<file path="src/rtl/prog_loader_pkg.sv">
`default_nettype none
// ============================================================================
//  Module      : loader_pkg
//  Description : Shared definitions for the boot-time program loader:
//                FSM state encodings, error codes and stream framing constants.
//  Revision    : 1.0 - initial release
// ============================================================================
package loader_pkg;

    // Bytes per packed instruction in the host stream
    localparam int INST_BYTES = 3;

    typedef logic [2:0] state_t;
    typedef logic [2:0] err_code_t;

    // Loader FSM states
    localparam state_t S_IDLE  = 3'd0;
    localparam state_t S_LOAD  = 3'd1;
    localparam state_t S_WRITE = 3'd2;
    localparam state_t S_CHECK = 3'd3;
    localparam state_t S_DONE  = 3'd4;
    localparam state_t S_ERROR = 3'd5;

    // Abort reasons reported on err_code
    localparam err_code_t ERR_NONE       = 3'd0;
    localparam err_code_t ERR_ZERO_COUNT = 3'd1;
    localparam err_code_t ERR_RESERVED   = 3'd2;
    localparam err_code_t ERR_CHECKSUM   = 3'd3;
    localparam err_code_t ERR_TIMEOUT    = 3'd4;

endpackage : loader_pkg
`default_nettype wire

</file>
<file path="src/rtl/prog_loader_if.sv">
`default_nettype none
// ============================================================================
//  Module      : prog_loader_if
//  Description : Host byte stream, restart control, inst_mem write port and
//                status signals of the program loader.
//                master : host / system side (drives stream and restart)
//                slave  : loader side (drives ready, write port, status)
//  Revision    : 1.0 - initial release
// ============================================================================
interface prog_loader_if #(
    parameter int ADDR_W = 8,
    parameter int INST_W = 19,
    parameter int BYTE_W = 8
) ();
    logic              in_valid;
    logic [BYTE_W-1:0] in_data;
    logic              in_ready;
    logic              restart;
    logic              im_we;
    logic [ADDR_W-1:0] im_addr;
    logic [INST_W-1:0] im_wdata;
    logic              cpu_reset;
    logic              done;
    logic              err;
    logic [2:0]        err_code;
    logic [ADDR_W-1:0] loaded;

    modport master (
        output in_valid, in_data, restart,
        input  in_ready, im_we, im_addr, im_wdata, cpu_reset, done, err, err_code, loaded
    );

    modport slave (
        input  in_valid, in_data, restart,
        output in_ready, im_we, im_addr, im_wdata, cpu_reset, done, err, err_code, loaded
    );
endinterface : prog_loader_if
`default_nettype wire

</file>
<file path="src/rtl/prog_loader_byte_packer.sv">
`default_nettype none
// ============================================================================
//  Module      : byte_packer
//  Description : Shifts in stream bytes MSB-first and packs groups of
//                INST_BYTES bytes into one instruction word.
//  Ports       : clk, rst      - clock, async active-high reset
//                i_clear       - synchronous re-arm of the byte index
//                i_valid       - a payload byte is transferred this cycle
//                i_byte        - the payload byte
//                o_word_valid  - this transfer completes a word
//                o_rsv_err     - leading byte of a word has reserved bits set
//                o_word        - packed word (valid after o_word_valid edge)
//  Revision    : 1.0 - initial release
// ============================================================================
module byte_packer
    import loader_pkg::*;
#(
    parameter int BYTE_W = 8,
    parameter int INST_W = 19
) (
    input  wire logic              clk,
    input  wire logic              rst,
    input  wire logic              i_clear,
    input  wire logic              i_valid,
    input  wire logic [BYTE_W-1:0] i_byte,
    output logic                   o_word_valid,
    output logic                   o_rsv_err,
    output logic [INST_W-1:0]      o_word
);

    // Only the low bits of the leading byte carry instruction data
    localparam int         RSV_LSB  = INST_W - (INST_BYTES - 1) * BYTE_W;
    localparam logic [1:0] LAST_IDX = 2'(INST_BYTES - 1);

    logic [1:0]        r_idx;
    logic [INST_W-1:0] r_shift;
    logic              w_first;

    assign w_first      = (r_idx == 2'd0);
    assign o_rsv_err    = i_valid && w_first && (i_byte[BYTE_W-1:RSV_LSB] != '0);
    assign o_word_valid = i_valid && (r_idx == LAST_IDX);
    assign o_word       = r_shift;

    always_ff @(posedge clk or posedge rst) begin
        if (rst) begin
            r_idx   <= 2'd0;
            r_shift <= '0;
        end else if (i_clear) begin
            r_idx   <= 2'd0;
        end else if (i_valid) begin
            // Truncating shift: after three bytes the top bits hold b2[2:0]
            r_shift <= {r_shift[INST_W-BYTE_W-1:0], i_byte};
            r_idx   <= (r_idx == LAST_IDX) ? 2'd0 : r_idx + 2'd1;
        end
    end

endmodule : byte_packer
`default_nettype wire

</file>
<file path="src/rtl/prog_loader.sv">
`default_nettype none
// ============================================================================
//  Module      : prog_loader
//  Description : Boot-time program loader. Receives [N][b2 b1 b0]xN[CK],
//                writes N 19-bit instructions into inst_mem and releases the
//                cpu reset once the XOR checksum of the image matches.
//  Ports       : clk    - clock
//                reset  - asynchronous active-high reset
//                bus    - prog_loader_if.slave (stream in, restart,
//                         inst_mem write port, cpu_reset and status)
//  Revision    : 1.0 - initial release
// ============================================================================
module prog_loader
    import loader_pkg::*;
#(
    parameter int ADDR_W  = 8,
    parameter int INST_W  = 19,
    parameter int BYTE_W  = 8,
    parameter int TIMEOUT = 1024
) (
    input  wire logic clk,
    input  wire logic reset,
    prog_loader_if.slave bus
);

    localparam int TMO_W = $clog2(TIMEOUT + 1);

    state_t            r_state;
    state_t            w_next;
    err_code_t         r_err_code;
    err_code_t         w_err_next;
    logic [ADDR_W-1:0] r_count;
    logic [ADDR_W-1:0] r_loaded;
    logic [BYTE_W-1:0] r_chk;
    logic [TMO_W-1:0]  r_tmo;
    logic              r_cpu_reset;

    logic              w_in_ready;
    logic              w_xfer;
    logic              w_tmo_active;
    logic              w_tmo_hit;
    logic              w_word_valid;
    logic              w_rsv_err;
    logic [INST_W-1:0] w_word;

    assign w_in_ready   = (r_state == S_IDLE) || (r_state == S_LOAD) || (r_state == S_CHECK);
    assign w_xfer       = bus.in_valid && w_in_ready;
    assign w_tmo_active = (r_state == S_LOAD) || (r_state == S_CHECK);
    // Fires on the idle cycle that would bring the counter up to TIMEOUT
    assign w_tmo_hit    = w_tmo_active && !w_xfer && (r_tmo == TMO_W'(TIMEOUT - 1));

    byte_packer #(
        .BYTE_W (BYTE_W),
        .INST_W (INST_W)
    ) u_packer (
        .clk          (clk),
        .rst          (reset),
        .i_clear      (r_state == S_IDLE),
        .i_valid      (w_xfer && (r_state == S_LOAD)),
        .i_byte       (bus.in_data),
        .o_word_valid (w_word_valid),
        .o_rsv_err    (w_rsv_err),
        .o_word       (w_word)
    );

    always_comb begin
        w_next     = r_state;
        w_err_next = r_err_code;
        case (r_state)
            S_IDLE: begin
                if (w_xfer) begin
                    if (bus.in_data == '0) begin
                        w_next     = S_ERROR;
                        w_err_next = ERR_ZERO_COUNT;
                    end else begin
                        w_next = S_LOAD;
                    end
                end
            end
            S_LOAD: begin
                if (w_xfer) begin
                    if (w_rsv_err) begin
                        w_next     = S_ERROR;
                        w_err_next = ERR_RESERVED;
                    end else if (w_word_valid) begin
                        w_next = S_WRITE;
                    end
                end else if (w_tmo_hit) begin
                    w_next     = S_ERROR;
                    w_err_next = ERR_TIMEOUT;
                end
            end
            S_WRITE: begin
                w_next = (r_loaded + ADDR_W'(1) == r_count) ? S_CHECK : S_LOAD;
            end
            S_CHECK: begin
                if (w_xfer) begin
                    if (bus.in_data == r_chk) begin
                        w_next = S_DONE;
                    end else begin
                        w_next     = S_ERROR;
                        w_err_next = ERR_CHECKSUM;
                    end
                end else if (w_tmo_hit) begin
                    w_next     = S_ERROR;
                    w_err_next = ERR_TIMEOUT;
                end
            end
            S_DONE, S_ERROR: begin
                if (bus.restart) begin
                    w_next     = S_IDLE;
                    w_err_next = ERR_NONE;
                end
            end
            default: begin
                w_next     = S_IDLE;
                w_err_next = ERR_NONE;
            end
        endcase
    end

    always_ff @(posedge clk or posedge reset) begin
        if (reset) begin
            r_state     <= S_IDLE;
            r_err_code  <= ERR_NONE;
            r_count     <= '0;
            r_loaded    <= '0;
            r_chk       <= '0;
            r_tmo       <= '0;
            r_cpu_reset <= 1'b1;
        end else begin
            r_state     <= w_next;
            r_err_code  <= w_err_next;
            // Registered so the cpu reset line cannot glitch on state decode
            r_cpu_reset <= (w_next != S_DONE);

            if (w_tmo_active && !w_xfer) begin
                r_tmo <= r_tmo + TMO_W'(1);
            end else begin
                r_tmo <= '0;
            end

            case (r_state)
                S_IDLE: begin
                    if (w_xfer) begin
                        r_count <= ADDR_W'(bus.in_data);
                        r_chk   <= bus.in_data;
                    end
                end
                S_LOAD: begin
                    if (w_xfer) begin
                        r_chk <= r_chk ^ bus.in_data;
                    end
                end
                S_WRITE: begin
                    r_loaded <= r_loaded + ADDR_W'(1);
                end
                S_DONE, S_ERROR: begin
                    if (bus.restart) begin
                        r_loaded <= '0;
                        r_chk    <= '0;
                    end
                end
                default: ;
            endcase
        end
    end

    assign bus.in_ready  = w_in_ready;
    assign bus.im_we     = (r_state == S_WRITE);
    assign bus.im_addr   = r_loaded;
    assign bus.im_wdata  = w_word;
    assign bus.cpu_reset = r_cpu_reset;
    assign bus.done      = (r_state == S_DONE);
    assign bus.err       = (r_state == S_ERROR);
    assign bus.err_code  = r_err_code;
    assign bus.loaded    = r_loaded;

endmodule : prog_loader
`default_nettype wire

</file>
<file path="src/flat_wrapper.sv">
// flat-port wrapper written by rule: the top's interface ports become plain ports
module prog_loader_flat import loader_pkg::*;
#(
    parameter int ADDR_W  = 8,
    parameter int INST_W  = 19,
    parameter int BYTE_W  = 8,
    parameter int TIMEOUT = 1024
)
  (clk, reset, bus_in_valid, bus_in_data, bus_restart, bus_in_ready, bus_im_we, bus_im_addr, bus_im_wdata, bus_cpu_reset, bus_done, bus_err, bus_err_code, bus_loaded);
  prog_loader_if #(.ADDR_W(ADDR_W), .INST_W(INST_W), .BYTE_W(BYTE_W)) bus_i ();
  input  wire logic clk;
  input  wire logic reset;
  input wire logic [$bits(bus_i.in_valid)-1:0] bus_in_valid;
  input wire logic [$bits(bus_i.in_data)-1:0] bus_in_data;
  input wire logic [$bits(bus_i.restart)-1:0] bus_restart;
  output wire logic [$bits(bus_i.in_ready)-1:0] bus_in_ready;
  output wire logic [$bits(bus_i.im_we)-1:0] bus_im_we;
  output wire logic [$bits(bus_i.im_addr)-1:0] bus_im_addr;
  output wire logic [$bits(bus_i.im_wdata)-1:0] bus_im_wdata;
  output wire logic [$bits(bus_i.cpu_reset)-1:0] bus_cpu_reset;
  output wire logic [$bits(bus_i.done)-1:0] bus_done;
  output wire logic [$bits(bus_i.err)-1:0] bus_err;
  output wire logic [$bits(bus_i.err_code)-1:0] bus_err_code;
  output wire logic [$bits(bus_i.loaded)-1:0] bus_loaded;
  assign bus_i.in_valid = bus_in_valid;
  assign bus_i.in_data = bus_in_data;
  assign bus_i.restart = bus_restart;
  assign bus_in_ready = bus_i.in_ready;
  assign bus_im_we = bus_i.im_we;
  assign bus_im_addr = bus_i.im_addr;
  assign bus_im_wdata = bus_i.im_wdata;
  assign bus_cpu_reset = bus_i.cpu_reset;
  assign bus_done = bus_i.done;
  assign bus_err = bus_i.err;
  assign bus_err_code = bus_i.err_code;
  assign bus_loaded = bus_i.loaded;
  prog_loader #(.ADDR_W(ADDR_W), .INST_W(INST_W), .BYTE_W(BYTE_W), .TIMEOUT(TIMEOUT)) u_core (.clk(clk), .reset(reset), .bus(bus_i));
endmodule
</file>
<file path="config.mk">
export PLATFORM = sky130hd
export DESIGN_NAME = prog_loader_flat
export DESIGN_NICKNAME = d
export VERILOG_FILES = /design/src/rtl/prog_loader_pkg.sv /design/src/rtl/prog_loader_if.sv /design/src/rtl/prog_loader_byte_packer.sv /design/src/rtl/prog_loader.sv /design/src/flat_wrapper.sv
export SDC_FILE = /design/constraint.sdc
export NUM_CORES = 1
export LEC_CHECK = 0
export CAP_MARGIN = 20
export CORE_MARGIN = 1
export CORE_UTILIZATION = 38
export CTS_CLUSTER_SIZE = 25
export DETAILED_ROUTE_END_ITERATION = 8
export PLACE_DENSITY = 0.71
export SYNTH_ARGS = -nofsm -noshare
export SYNTH_HDL_FRONTEND = slang
export SYNTH_SLANG_ARGS = --single-unit
</file>
<file path="constraint.sdc">
create_clock -name clk -period 2.6 [get_ports clk]
set_clock_uncertainty 0.15 [all_clocks]
set_input_delay 0.52 -clock clk [delete_from_list [all_inputs] [get_ports clk]]
set_output_delay 0.52 -clock clk [all_outputs]
set_load 0.03 [all_outputs]
</file>
# Word level (Yosys, flattened, before mapping)
# Index checks and enable logic that the tools add are counted.
# word_totals
inputBits,12
output_inout_bits,43
latchBits,0
mem_bits_rw,0
ff_bits,63
wordCells,84
mem_bits_ro,0
mem_count,0
# op_classes
n_div,0
shift,0
magnitude_cmp,0
multipliers,0
eq_ne,16
bitwise_logic,3
addsub,3
muxes,29
reduce_logical,24
# ops
operator,count
3-bit two-way mux,16
3-bit one-hot mux with 5 select lines,2
8-bit two-way mux,3
8-bit one-hot mux with 3 select lines,1
8-bit == test,2
8-bit one-hot mux with 2 select lines,1
11-bit by 1-bit adder with 11-bit output (second input constant),1
11-bit by 10-bit == test with 1-bit output (second input constant),1
11-bit two-way mux,1
3-bit inequality test (second input constant),3
8-bit by 1-bit adder with 8-bit output (second input constant),1
8-bit zero test,1
2-bit two-way mux,4
8-bit bitwise XOR,1
1-bit logical AND,7
3-bit by 2-bit == test with 1-bit output (second input constant),2
3-bit == test (second input constant),2
2-bit by 1-bit inequality test with 1-bit output (second input constant),3
2-bit AND reduction,3
6-bit AND reduction,1
5-bit nonzero test,1
4-bit AND reduction,1
2-bit nonzero test,2
3-bit by 1-bit == test with 1-bit output (second input constant),1
other kinds (11),14

# Depth between registers and ports, before layout
# depth
word_depth,11
ltp_mapped,7
depth_no_buf,6

# Cells and area by module
# A second synthesis with hierarchy kept.
# hier_totals
cells_unflattened,312
area_unflattened_um2,3358.2
# by_module_without_submodules
mod,cells_per_inst,n_inst,area_each_um2
prog_loader,257,1,2472.4
byte_packer,55,1,885.8

# Worst setup path before layout
# No wires, ideal clock.
# synth_timing
path_type,reg-to-reg
start,reg u_core.r_loaded[0] (netlist: u_core.bus.im_addr[0])
end,reg u_core.r_state[1]
stages_incl_launch_ff,7
required_time_ns,2.346
setup_time_ns,0.104
slack_ns,0.632
arrival_ns,1.715
path_buffers,0
synth_period_minus_slack_ns,1.968
cell_sequence,dfrtp_1 ha_1 nand3_1 xor2_1 xor2_1 nand3_1 o41ai_2
# synth_via
elab_chain_len,4
# synth_lines
item,line_no,source
from (decl),prog_loader.sv:33,logic [ADDR_W-1:0] r_loaded;
from (signal assigned),prog_loader.sv:156,r_loaded <= r_loaded + ADDR_W'(1);
8-bit by 1-bit adder with 8-bit output,prog_loader.sv:94,w_next = (r_loaded + ADDR_W'(1) == r_count) ? S_CHECK : S_LOAD;
8-bit == test,prog_loader.sv:94,
2-bit two-way mux,prog_loader.sv:94,
3-bit one-hot mux with 5 select lines,prog_loader.sv:69,case (r_state)
named net u_core.w_next[1],prog_loader.sv:29,state_t w_next;
to (signal assigned),prog_loader.sv:132,r_state <= w_next;
to (decl),prog_loader.sv:28,state_t r_state;
# The timed path passes the listed nets, and every way through them passes these cells.
# A chain may end at the register's enable or synchronous reset.

# Worst setup path after layout
# layout_timing
start,reg u_core.r_state[0]
end,out bus_err
# layout_via
elab_chain_len,1
# layout_lines
item,line_no,source
3-bit == test,prog_loader.sv:175,assign bus.err = (r_state == S_ERROR);
to (decl),flat_wrapper.sv:22,output wire logic [$bits(bus_i.err)-1:0] bus_err;
# Every way passes these cells.

==> metrics.md <==
| Metric | Value |
|---|---|
| Share of power burned in the clock network | a little under a fifth |
| Routed vias | about 2600 |
| Time the worst path needs with I/O delays and setup | between 2 and 2.5 ns |
| H-tree level count | 3 |
| Type of destination of the critical path | output port |
| FP Rows | 34 |
| Clock tree from TritonCTS | built |
| Flop-to-flop setup slack | about 0.39 ns |
| Highest fanout seen on the critical path | 11 |
| Hold Path Origin | u_core.r_tmo[0] |
| Sum of internal, switching and leakage power | 4.73 mW |
| Syn Inst Count | approximately 320 |
| Initial Util | about 40% |
| Total number of yosys warnings | 0 |
| Reg-to-Reg Start | u_core.r_state[0] |
| Count of pins over their slew limit | 0 |
| GPL Wtd Cong | slightly below 0.9 |
| End of the worst register-to-register path | u_core.bus.err_code[0] |
| Antenna Violating Nets Remaining | 0 |
| Clock-pin transition on the worst setup and hold timing paths | roughly 0.070 ns |
| Number of maximum-capacitance violations | 0 |
| Die Footprint | 0.00927 mm2 |
| Setup tns final | 0 ns |
| Main flop type after synthesis | dfrtp_1 |
| Switching part of the total power | just over 40% |
| Diode count | 0 |
| Worst-case hold path end point | u_core.r_tmo[0] |
| Maximum VDD drop | between 0.8 and 0.9 mV |
| Grt ovf | 0 |
| Via count of the first global-routing pass | around 2500 |
| Die width | 96.3 um |
| Root buffer selected by CTS | clkbuf_8 |
| Sequential-to-total area share from yosys stat | between 40% and 50% |
| RSZ-0062 raised after global routing | no |
| I/O Pins | between 50 and 60 |
| Syn-to-layout area delta | 27.1% |
| Clock insertion delay at the later pin of the skew report | between 0.3 and 0.4 ns |
| R2R depth | 6 |
| DRC errors left | 0 |
| Total clock buffers created by CTS | 9 |
| Crit path DAT | approximately 1.8 ns |
| Nets | 402 |
| Count of unique library cells instantiated by Yosys | 52 |
| Post-CTS setup repair buffer count | 0 |
| Count of routing violations after the opening detailed-route iteration | 131 |
| Final Hold Vio Count | 0 |
| Largest net degree at the start of global routing | 64 |
| Global-route wire length before repair | around 13000 um |
| Slew at the pin closest to its max-slew limit | roughly 0.7 ns |
| Final-layout fill cell count | just over 800 |
| Ys async rst share | 100% |
| Total iterations of the first detailed-routing run | 4 |
| Data required time of the worst path | ~1.9 ns |
| Internal cell power | roughly 2.8 mW |
| Run status | finished, final reports clean |
| Sequential Power Share | between 30 and 40% |
| Total GRT Usage | between 10% and 20% |
| Synthesized area divided by synthesized cell count | roughly 10 um2 |
| Final setup violation count | 0 |
| Area of the core | between 0.008 and 0.009 mm2 |
| Count of input and output buffers | between 50 and 60 |
| Post-synthesis sequential element count | 63 |
| Critical Path Start Type | register |
| Average detailed-routed wire length per instance | 15.7 um |
| Ratio of cells with drive above 1 in the final layout | between 20% and 30% |
| Die H | about 96 um |
| Share of the clock period used by the worst path | approximately 95% |
| Deepest clock path buffer count | 2 |
| Normalized max-slew margin | 54.0% |
| Upper clock frequency limit | 404 MHz |
| Via-per-instance ratio | around 5.3 |
| Clock sinks | 63 |
| Number of enable flip-flop cells after synthesis | 0 |
| Switching power | roughly 1.9 mW |
| Number of nets produced by synthesis | 336 |
| Half-perimeter wire length after placement | roughly 5600 um |
| Cell Area, Synth | 0.00338 mm2 |
| Part of the power in combinational logic | between 40 and 50% |
| Routed WL | about 8000 um |
| Hold Path Class | reg2reg |
| Critical path type | reg2out |
| Number of antenna violations at the first check in global routing | 0 |
| Static leakage power | between 1.5 and 2 nW |
| Total power divided by cell area | ~1100 mW/mm2 |
| Worst hold path depth | 1 |
==> what timing repair did <==
item	in CTS	in global routing
gates cloned	0	0
hold buffers	0	0
hold endpoints to repair	0	0
endpoints found under the setup margin	1	2
gates resized for setup	1	2
==> power by group through the flow <==
stage	Clock, mW	Sequential (mW)	Combinational (mW)
floorplan	0	1.96	1.11
global placement	0	1.69	2.13
detailed placement	0	1.71	2.17
CTS	0.890	1.69	2.18
global route	0.933	1.75	2.33
finish	0.867	1.70	2.17
==> state kept, by name (all words and copies together), names as in the netlist <==
register / cells
u_core.r_state: 3
u_core.bus.cpu_reset: 1
u_core.u_packer.o_word: 19
u_core.r_tmo: 11
u_core.bus.im_addr: 8
u_core.bus.err_code: 3
u_core.u_packer.r_idx: 2
u_core.r_count: 8
u_core.r_chk: 8
==> cells by family (layout without fill, tap and decap cells) <==
group	count (synthesis)	after routing	synth area share, %
simple gates	109	109	18.0
flops	63	63	46.7
compound gates	59	59	11.5
mux	35	35	11.4
buf+inv	28	99	4.96
xor+xnor	26	26	6.74
fa+ha+maj	2	2	0.740
==> area by class of cell <==
type	instances	area, um2	share of cell area, %
Tap cell	108	135	3.15
Inverter	7	26.3	0.612
Clock inverter	7	80.1	1.86
Clock buffer	9	124	2.88
Timing Repair Buffer	76	717	16.7
Multi-Input combinational cell	231	1630	38.0
Sequential cell	63	1580	36.8
==> worst max-delay path, stage by stage (launching register included) <==
cell and delay, ns:
dfrtp_1 0.56, and3_1 0.23, clkdlybuf4s50_1 0.68
==> synthesized netlist by cell type (3+ instances only) <==
| master | number | area (um2) |
|---|---|---|
| dfrtp_1 | 62 | 1550 |
| mux2_2 | 27 | 304 |
| nor2_1 | 27 | 101 |
| o21ai_0 | 23 | 115 |
| nand2_1 | 22 | 82.6 |
| xor2_1 | 15 | 131 |
| buf_4 | 11 | 82.6 |
| nand3_1 | 11 | 55.1 |
| xnor2_1 | 11 | 96.3 |
| a21oi_1 | 9 | 45.0 |
| nor2b_1 | 9 | 56.3 |
| mux2i_1 | 8 | 80.1 |
| and3_1 | 7 | 43.8 |
| inv_1 | 7 | 26.3 |
| a22oi_1 | 6 | 45.0 |
| a31oi_1 | 4 | 25.0 |
| buf_2 | 4 | 20.0 |
| nand4_1 | 4 | 25.0 |
| nor3_1 | 4 | 20.0 |
| nor3b_1 | 4 | 30.0 |
| clkbuf_1 | 3 | 11.3 |
| nor3_2 | 3 | 30.0 |
| nor4_1 | 3 | 18.8 |
| o31ai_1 | 3 | 22.5 |
==> metal layers <==
layer | share of wire, % | GRT usage (%) | vias to the layer above
li1 | - | - | 1277
met1 | 46 | 25.0 | 1285
met2 | 48 | 27.8 | 80
met3 | 4.9 | 4.66 | 6
met4 | 0.78 | 5.02 | 0
met5 | 0 | 0 | -
==> cell usage in the layout, fill, tap and decap left out, types with 6 or more instances in the layout <==
cell / instances
dfrtp_1: 61
clkdlybuf4s50_1: 51
mux2_2: 27
nor2_1: 27
o21ai_0: 23
nand2_1: 22
buf_4: 22
xor2_1: 15
nand3_1: 11
xnor2_1: 11
nor2b_1: 9
a21oi_1: 9
clkbuf_8: 9
mux2i_1: 8
and3_1: 7
inv_1: 6
a22oi_1: 6
==> worst max path at each step <==
stage	start	endpoint	slack (ns)	cells past startpoint
global route	u_core.r_state[0]	bus_err	0.07	2
detailed placement	bus_in_data[5]	u_core.bus.err_code[0]	0.06	6
floorplan	reset	u_core.bus.err_code[0]	0.36	1
finish	u_core.r_state[0]	bus_err	0.13	2
CTS	u_core.r_state[0]	bus_in_ready	0.03	3
global placement	bus_in_data[5]	u_core.bus.err_code[0]	0.13	6
==> through the flow <==
step	instances	instance area, um2	worst slack [ns]	hold WS [ns]	util [%]
floorplan	322	3380	0.362	0.297	-
global placement	485	4090	0.132	0.310	47.1
detailed placement	485	4090	0.0646	0.325	47.1
CTS	501	4290	0.0279	0.335	49.5
global route	501	4300	0.0744	0.375	49.5
finish	501	4300	0.126	0.333	49.5
Power figures use the tool's default switching activity.
